`config.mk`:
```
export PLATFORM = sky130hd
export DESIGN_NAME = cmp_result_sender
export DESIGN_NICKNAME = d
export VERILOG_FILES = /design/src/rtl/cmp_result_sender.sv
export SDC_FILE = /design/constraint.sdc
export NUM_CORES = 1
export LEC_CHECK = 0
export BUFFER_PORTS_ARGS = -buffer_cell sky130_fd_sc_hd__buf_2
export CAP_MARGIN = 40
export CELL_PAD_IN_SITES_DETAIL_PLACEMENT = 0
export CELL_PAD_IN_SITES_GLOBAL_PLACEMENT = 2
export CORE_ASPECT_RATIO = 1.2
export CORE_MARGIN = 10
export CORE_UTILIZATION = 31
export DETAILED_ROUTE_END_ITERATION = 7
export GPL_ROUTABILITY_DRIVEN = 0
export HOLD_SLACK_MARGIN = 0.06
export PLACE_DENSITY = 0.85
export SYNTH_ARGS = -nofsm -noshare
export SYNTH_HDL_FRONTEND = slang
export SYNTH_SLANG_ARGS = --single-unit
```
`constraint.sdc`:
```
create_clock -name clk -period 2.2 [get_ports clk]
set_clock_uncertainty 0.1 [all_clocks]
set_input_delay 0.44 -clock clk [delete_from_list [all_inputs] [get_ports clk]]
set_output_delay 0.44 -clock clk [all_outputs]
set_load 0.05 [all_outputs]
```
`src/rtl/cmp_result_sender.sv`:
```
// Streams each new ALU/compare result word LSB-first as bytes into the UART TX FIFO.
// Define CMP_RESULT_SENDER_HOLD_BUF_EN to add a one-entry hold register for results arriving mid-frame.
module cmp_result_sender #(
   parameter int DATA_WIDTH = 16
) (
   input  logic                  clk,
   input  logic                  rst,
   input  logic [DATA_WIDTH-1:0] res_data,
   input  logic                  res_valid,
   input  logic                  tx_ready,
   input  logic                  ovr_clr,
   output logic [7:0]            tx_data,
   output logic                  tx_valid,
   output logic                  busy,
   output logic                  overrun
);

   localparam int NUM_BYTES = DATA_WIDTH / 8;
   localparam int IDX_W     = (NUM_BYTES > 1) ? $clog2(NUM_BYTES) : 1;
   localparam logic [IDX_W-1:0] LAST_IDX = IDX_W'(NUM_BYTES - 1);

   typedef enum logic {
      S_IDLE = 1'b0,
      S_SEND = 1'b1
   } state_t;

   state_t                state_q, state_d;
   logic [DATA_WIDTH-1:0] shift_q, shift_d;
   logic [IDX_W-1:0]      idx_q, idx_d;
   logic                  res_valid_q, res_valid_d;
   logic                  overrun_q, overrun_d;

   logic new_res;
   logic hs;
   logic last_hs;
   logic accept;
   logic drop;
   logic pend_avail;

`ifdef CMP_RESULT_SENDER_HOLD_BUF_EN
   logic [DATA_WIDTH-1:0] hold_q, hold_d;
   logic                  hold_full_q, hold_full_d;
`endif

   // Handshake: a byte moves on every rising clk edge where tx_valid && tx_ready.
   // tx_valid/tx_data come straight from flops and stay put until that edge; tx_ready
   // only decides whether the transfer happens, never what is presented.
   always_comb begin
      res_valid_d = res_valid;
      new_res     = res_valid && !res_valid_q;
      hs          = (state_q == S_SEND) && tx_ready;
      last_hs     = hs && (idx_q == LAST_IDX);
      accept      = new_res && ((state_q == S_IDLE) || last_hs);
   end

`ifdef CMP_RESULT_SENDER_HOLD_BUF_EN
   assign pend_avail = hold_full_q;
`else
   assign pend_avail = 1'b0;
`endif

   // State register
   always_ff @(posedge clk or negedge rst) begin
      if (!rst) begin
         state_q <= S_IDLE;
      end else begin
         state_q <= state_d;
      end
   end

   // Next-state logic: a frame chains into the next one without an idle cycle
   always_comb begin
      state_d = state_q;
      case (state_q)
         S_IDLE: begin
            if (new_res) begin
               state_d = S_SEND;
            end
         end
         S_SEND: begin
            if (last_hs && !accept && !pend_avail) begin
               state_d = S_IDLE;
            end
         end
         default: state_d = S_IDLE;
      endcase
   end

   // Output logic: everything presented to the FIFO is a flop or a decode of the state flop
   always_comb begin
      tx_valid = (state_q == S_SEND);
      busy     = (state_q == S_SEND);
      tx_data  = shift_q[7:0];
      overrun  = overrun_q;
   end

   // Datapath next values
   always_comb begin
      shift_d   = shift_q;
      idx_d     = idx_q;
      overrun_d = overrun_q;
      drop      = 1'b0;
`ifdef CMP_RESULT_SENDER_HOLD_BUF_EN
      hold_d      = hold_q;
      hold_full_d = hold_full_q;
`endif

      if (hs) begin
         shift_d = shift_q >> 8;
         idx_d   = last_hs ? '0 : idx_q + IDX_W'(1);
      end

`ifdef CMP_RESULT_SENDER_HOLD_BUF_EN
      // The held word is older than anything arriving now, so it goes out first
      if (last_hs && hold_full_q) begin
         shift_d     = hold_q;
         idx_d       = '0;
         hold_full_d = 1'b0;
      end
      if (new_res) begin
         if (accept && !(last_hs && hold_full_q)) begin
            shift_d = res_data;
            idx_d   = '0;
         end else if (accept || !hold_full_q) begin
            hold_d      = res_data;
            hold_full_d = 1'b1;
         end else begin
            drop = 1'b1;
         end
      end
`else
      if (new_res) begin
         if (accept) begin
            shift_d = res_data;
            idx_d   = '0;
         end else begin
            drop = 1'b1;
         end
      end
`endif

      // A drop in the same cycle as a clear keeps the flag set
      if (drop) begin
         overrun_d = 1'b1;
      end else if (ovr_clr) begin
         overrun_d = 1'b0;
      end
   end

   // Datapath registers
   always_ff @(posedge clk or negedge rst) begin
      if (!rst) begin
         shift_q     <= '0;
         idx_q       <= '0;
         res_valid_q <= 1'b0;
         overrun_q   <= 1'b0;
`ifdef CMP_RESULT_SENDER_HOLD_BUF_EN
         hold_q      <= '0;
         hold_full_q <= 1'b0;
`endif
      end else begin
         shift_q     <= shift_d;
         idx_q       <= idx_d;
         res_valid_q <= res_valid_d;
         overrun_q   <= overrun_d;
`ifdef CMP_RESULT_SENDER_HOLD_BUF_EN
         hold_q      <= hold_d;
         hold_full_q <= hold_full_d;
`endif
      end
   end

endmodule
```
==> summary.md, run 1 <==
| Metric | Value |
|---|---|
| Initial antenna violation count | 0 |
| Post-layout min period | 1.74 ns |
| Area share of fa/ha/maj cells after synthesis | 1.26% |
| Largest net degree at the start of global routing | 21 |
| Library cells used by synthesis | 13 |
| TritonCTS Buffers | 3 |
| First-pass GRT wire length | 3020 um |
| Worst path slowest cell | dfrtp_2 |
| Synth Area per Inst | ~12 um^2 |
| Fmax | 575 MHz |
| Die Area | 0.00587 mm^2 |
| Antenna Cells | 0 |
| Die height | between 80 and 90 um |
| Setup crit start kind | flop |
| First-pass DRT Iterations | 2 |
| Mapped Cells | 82 |
| Mapped Nets | 104 |
| Max Buffers Root-to-Sink | 2 |
| Fin Hold WS | 0.170 ns |
| Vias | between 500 and 600 |
| Delay-heaviest family, CP | flip-flops |
| Area share of and/or/nand/nor cells after synthesis | about 6.6% |
| Warnings, synthesis | 0 |
| Top cells by area, synth | dfrtp_1 51%, mux2_2 16%, mux2i_1 8.1%, buf_4 6.8%, inv_1 3.8% |
| HP Class | input port to flop |
| Post-Synth XOR/XNOR Area | 0% |
| Worst skew pair latency | 0.28 ns |
| CTS Root Buffer Type | clkbuf_4 |
| Synth Cell Area | approximately 990 um^2 |
| Final Hold Viols | 0 |
| Critical Path RT | 2.28 ns |
| Worst-path clk slew | 0.11 ns |
| H-tree depth | 1 |
| # clock sinks | 20 |
| Post-synth top area share | 50.5% |
| Vias in the first global route | 682 |
| TNS Setup | 0 ns |
| P per Cell Area | 1220 mW/mm^2 |
| Worst slew margin | 70.3% |
| DR iter-0 viols | 8 |
| Mux contribution to synthesized area | 27.0% |
| DRC Markers | 0 |
| Port bufs | 31 |
| I/O pins | 32 |
| Buf/Inv on CP | 2 |
| Core area | 0.00306 mm^2 |
| Max FO, Critical Path | 17 |
| # fillers | 310 |
| Final net count | around 130 |
| Compound-gate portion of the synthesized area | less than 1% |
| Crit path capture type | flop |
| # rows | 22 |
| Worst-path cell chain | nand2_2, inv_1, ha_1, nand2b_1, nand2b_1, buf_12, mux2_2 |
| Chip Width | 71.6 um |
| Area delta synth->final | 17.6% |
| Top cell by count, worst path | nand2b_1 |
| CTS tree | built |
| Area leader, netlist | dfrtp_1 |
| Max stage delay on crit path | 0.44 ns |
| Final period util | 79.0% |
| Outcome | completed |
| Register bit total from synthesis | 20 |
| Layout cells sized above 1 | 50.9% |
| Post-DR wirelength/cell | 12.2 um |
| Drt total wl | 1760 um |
| Hpwl dp | 1370 um |
| Detail Route Antenna Nets | 0 |
| CP Class | flop to flop |
| Seq/Total Area, Yosys | 50.5% |
| Max Slew Vio Count | 0 |
| Post-route total power | about 0.0014 W |
| Total congestion overflow | 0 |
| Max Cap Violations | 0 |
| Least-Margin Pin Slew | 0.446 ns |
| RSZ-0062 raised after global routing | no |
| Initial Util | 32.4% |
| # setup viols final | 0 |
| Largest family of logic cells by synthesized area | multiplexers |
| Post-cts resize count | 0 |
| Final Core Density | 38.1% |
| Setup bufs post-CTS | 0 |
| Leak pwr | about 0.68 nW |
| Crit path DAT | 1.82 ns |
| Max IR drop VDD | 0.000490 V |
| Vias per std cell | 4.07 |
| GRT Overall Usage | 6.19% |
-- worst register-to-register path, cell delays in order (launching register included) --
cell and delay, ns:
dfrtp_2 0.44, nand2_2 0.08, inv_1 0.04, ha_1 0.16, nand2b_1 0.17, nand2b_1 0.13
buf_12 0.18, mux2_2 0.34
-- placed cells by master, fill, tap and decap left out, drive strengths merged --
master / count
buf: 33
dfrtp: 20
mux2: 16
inv: 10
nand2: 10
mux2i: 8
clkbuf: 4
nand2b: 3
and2: 1
o22ai: 1
ha: 1
dlygate4sd3: 1
-- area by class of cell --
cell class,instances,area [um^2],area share (%)
flip-flops and latches,20,502,43.1
inverters,10,37.5,3.22
multi-input cells,40,352,30.2
repair buffers,34,193,16.5
well taps,36,45.0,3.87
clock buffers,4,36.3,3.11
-- cell families (layout without fill, tap and decap cells) --
family,Yosys count,in the layout
AO/OA/AOI/OAI,1,1
adder cells (fa/ha/maj),1,1
buffers and inverters,22,48
flip-flops,20,20
multiplexers,24,24
AND/OR/NAND/NOR,14,14
-- timing repair --
| action | in CTS | in global routing |
|---|---|---|
| setup endpoints to repair | 0 | 0 |
| hold buffers | 1 | 0 |
| endpoints found under the hold margin | 20 | 0 |
-- Yosys cell counts, drive strengths merged --
master	instances
inv	10
nand2b	3
and2	1
buf	12
mux2	16
mux2i	8
ha	1
dfrtp	20
o22ai	1
nand2	10
-- per-layer routing --
layer  up-vias  share of wire [%]  track usage [%]
met5         -                  0                0
met4         0               0.28             1.16
met3         2                5.9             2.53
met2        15                 50             10.7
met1       265                 44             7.06
li1        304                  -                -
-- state kept, by name, indices dropped and copies added, names as in the netlist --
| register | cells |
|---|---|
| res_valid_q | 1 |
| overrun | 1 |
| shift_q | 16 |
| idx_q | 1 |
| busy | 1 |
-- per-stage QoR --
| step | instances | setup WS, ns | cell area (um^2) |
|---|---|---|---|
| floorplan | 82 | 0.103 | 992 |
| CTS | 144 | 0.442 | 1160 |
| global route | 144 | 0.372 | 1160 |
| finish | 144 | 0.462 | 1160 |
| detailed placement | 139 | 0.347 | 1120 |
| global placement | 139 | 0.387 | 1120 |
-- power breakdown --
| group | switching (W) | leakage [nW] | internal, W |
|---|---|---|---|
| sequential | 0.0000546 | 0.258 | 0.000485 |
| clock | 0.000105 | 0.0210 | 0.000101 |
| combinational | 0.000425 | 0.402 | 0.000247 |
-- path summary, 6_finish.rpt --
check,startpoint,to,slack (ns),cells after the start
max,busy,shift_q[1],0.46,7
min,res_valid,res_valid_q,0.17,1
max reg2reg,busy,shift_q[1],0.46,7
min reg2reg,shift_q[13],shift_q[13],0.43,2
max in group asynchronous,rst,busy,1.15,2
min in group asynchronous,rst,shift_q[14],0.51,2
No activity file was read; power rests on OpenSTA's default activity.
==> run 2: changes to the inputs <==
Settings changed: CORE_UTILIZATION 31 to 28, PLACE_DENSITY 0.85 to 0.82.
Clock period 2.2 ns to 1.54 ns, I/O delays scaled along.
==> summary.md, run 2 (synthesized netlist as in run 1, its figures left out) <==
| Metric | Value |
|---|---|
| Fmax | 647 MHz |
| Post-route total power | about 0.0024 W |
| RSZ-0062 raised after global routing | yes |
| H-tree depth | 1 |
| P per Cell Area | 1770 mW/mm^2 |
| Drt total wl | 2160 um |
| CTS tree | built |
| Initial Util | just under 30% |
| GRT Overall Usage | 6.90% |
| Buf/Inv on CP | 2 |
| Critical Path RT | 1.59 ns |
| First-pass DRT Iterations | 2 |
| First-pass GRT wire length | 3420 um |
| Commonest cells after routing, fill and taps aside | 31 x buf_2, 19 x dfrtp_1, 9 x inv_1, 9 x nand2_1, 9 x mux2_4 |
| Die Area | 0.00633 mm^2 |
| Worst skew pair latency | between 0.2 and 0.3 ns |
| Most common cell after layout, fill and taps aside | buf_2 |
| Antenna Cells | 0 |
| Total congestion overflow | 0 |
| Most flops, register | shift_q |
| I/O pins | 32 |
| Area delta synth->final | 35.5% |
| Setup crit start kind | flop |
| Initial antenna violation count | 0 |
| Detail Route Antenna Nets | 0 |
| Port bufs | 31 |
| DR iter-0 viols | 7 |
| Die height | 85.2 um |
| Max Cap Violations | 0 |
| Vias in the first global route | 743 |
| Vias | 667 |
| Delay-heaviest family, CP | flip-flops |
| Worst-path clk slew | ~0.070 ns |
| Crit path DAT | 1.59 ns |
| Core area | 0.00337 mm^2 |
| Max Slew Vio Count | 0 |
| # rows | 23 |
| Max reg flops | 16 |
| Leak pwr | a little under 0.8 nW |
| TritonCTS Buffers | 3 |
| Hpwl dp | between 1500 and 2000 um |
| Worst path slowest cell | dfrtp_2 |
| Post-DR wirelength/cell | 13.9 um |
| CP Class | flop to flop |
| Least-Margin Pin Slew | 0.445 ns |
| Top cell by count, worst path | nand2b_4 |
| Max Buffers Root-to-Sink | 2 |
| HP Class | input port to flop |
| CTS Root Buffer Type | clkbuf_8 |
| Max FO, Critical Path | 7 |
| Crit path capture type | flop |
| Worst-path cell chain | nand2_4, inv_2, ha_4, nand2b_4, nand2b_4, buf_8, mux2_4 |
| Final Hold Viols | 0 |
| Vias per std cell | 4.28 |
| # clock sinks | 20 |
| Max stage delay on crit path | 0.43 ns |
| Max IR drop VDD | 0.00125 V |
| # setup viols final | 8 |
| Post-route setup slack | -0.00670 ns |
| Post-layout min period | approximately 1.5 ns |
| Outcome | finished with violations |
| # fillers | 329 |
| Worst slew margin | between 70 and 80% |
| Chip Width | 74.3 um |
| DRC Markers | 0 |
| Final period util | 100% |
| Failing checks | negative setup slack |
| Final net count | ~140 |
| Place WS | -0.0831 ns |
| Layout cells sized above 1 | 58.0% |
| Largest net degree at the start of global routing | 21 |
## run 2: worst paths after layout
kind | slack [ns] | cells after the start | startpoint | to
setup / recovery | -0.007 | 7 | busy | shift_q[1]
min in group asynchronous | 0.42 | 2 | rst | shift_q[11]
hold / removal | 0.14 | 2 | ovr_clr | overrun
max in group asynchronous | 0.59 | 2 | rst | busy
hold reg to reg | 0.42 | 2 | overrun | overrun
setup reg to reg | -0.007 | 7 | busy | shift_q[1]
## run 2: area by class of cell
| cell class | instances | area [um^2] | share of cell area [%] |
|---|---|---|---|
| Tap cell | 37 | 46.3 | 3.45 |
| Timing Repair Buffer | 45 | 292 | 21.7 |
| Clock buffer | 4 | 55.1 | 4.10 |
| Sequential cell | 20 | 502 | 37.4 |
| Inverter | 10 | 37.5 | 2.80 |
| Multi-Input combinational cell | 40 | 410 | 30.6 |
## run 2: worst register-to-register path: cells and delay by family, from the launching register on
family | cells | cell delay (ns)
adders and majority gates | 1 | 0.14
muxes | 1 | 0.30
buffers and inverters | 2 | 0.17
and+or+nand+nor | 3 | 0.30
DFF | 1 | 0.43
## run 2: report_power, final
part           internal [W]  switching [W]
sequential         0.000695      0.0000891
clock              0.000228       0.000173
combinational      0.000517       0.000673
total               0.00144       0.000936
## run 2: metrics by stage
| step | hold slack [ns] | utilization, % | TNS [ns] | std cells | area [um^2] |
|---|---|---|---|---|---|
| 6_report | 0.140 | 39.9 | -0.0231 | 156 | 1340 |
| 4_1_cts | 0.0630 | 38.9 | -0.189 | 153 | 1310 |
| 3_5_place_dp | 0.185 | 35.0 | -0.609 | 146 | 1180 |
| 3_3_place_gp | 0.177 | 35.0 | -0.542 | 146 | 1180 |
| 5_1_grt | 0.132 | 39.9 | -0.550 | 156 | 1340 |
| 2_1_floorplan | -0.0876 | - | -5.40 | 82 | 1020 |
## run 2: per-layer routing
metal / global-route usage [%] / vias up / part of all wire (%)
met5: 0 / - / 0
li1: - / 328 / -
met4: 3.50 / 0 / 1.4
met1: 7.29 / 315 / 38
met3: 1.86 / 4 / 5.2
met2: 12.0 / 20 / 55
## run 2: timing repair
| action | in CTS | in global routing |
|---|---|---|
| setup endpoints to repair | 11 | 14 |
| hold buffers | 1 | 1 |
| buffers inserted | 2 | 2 |
| gates resized for setup | 13 | 2 |
| pin swaps | 1 | 1 |
| hold endpoints to repair | 20 | 1 |
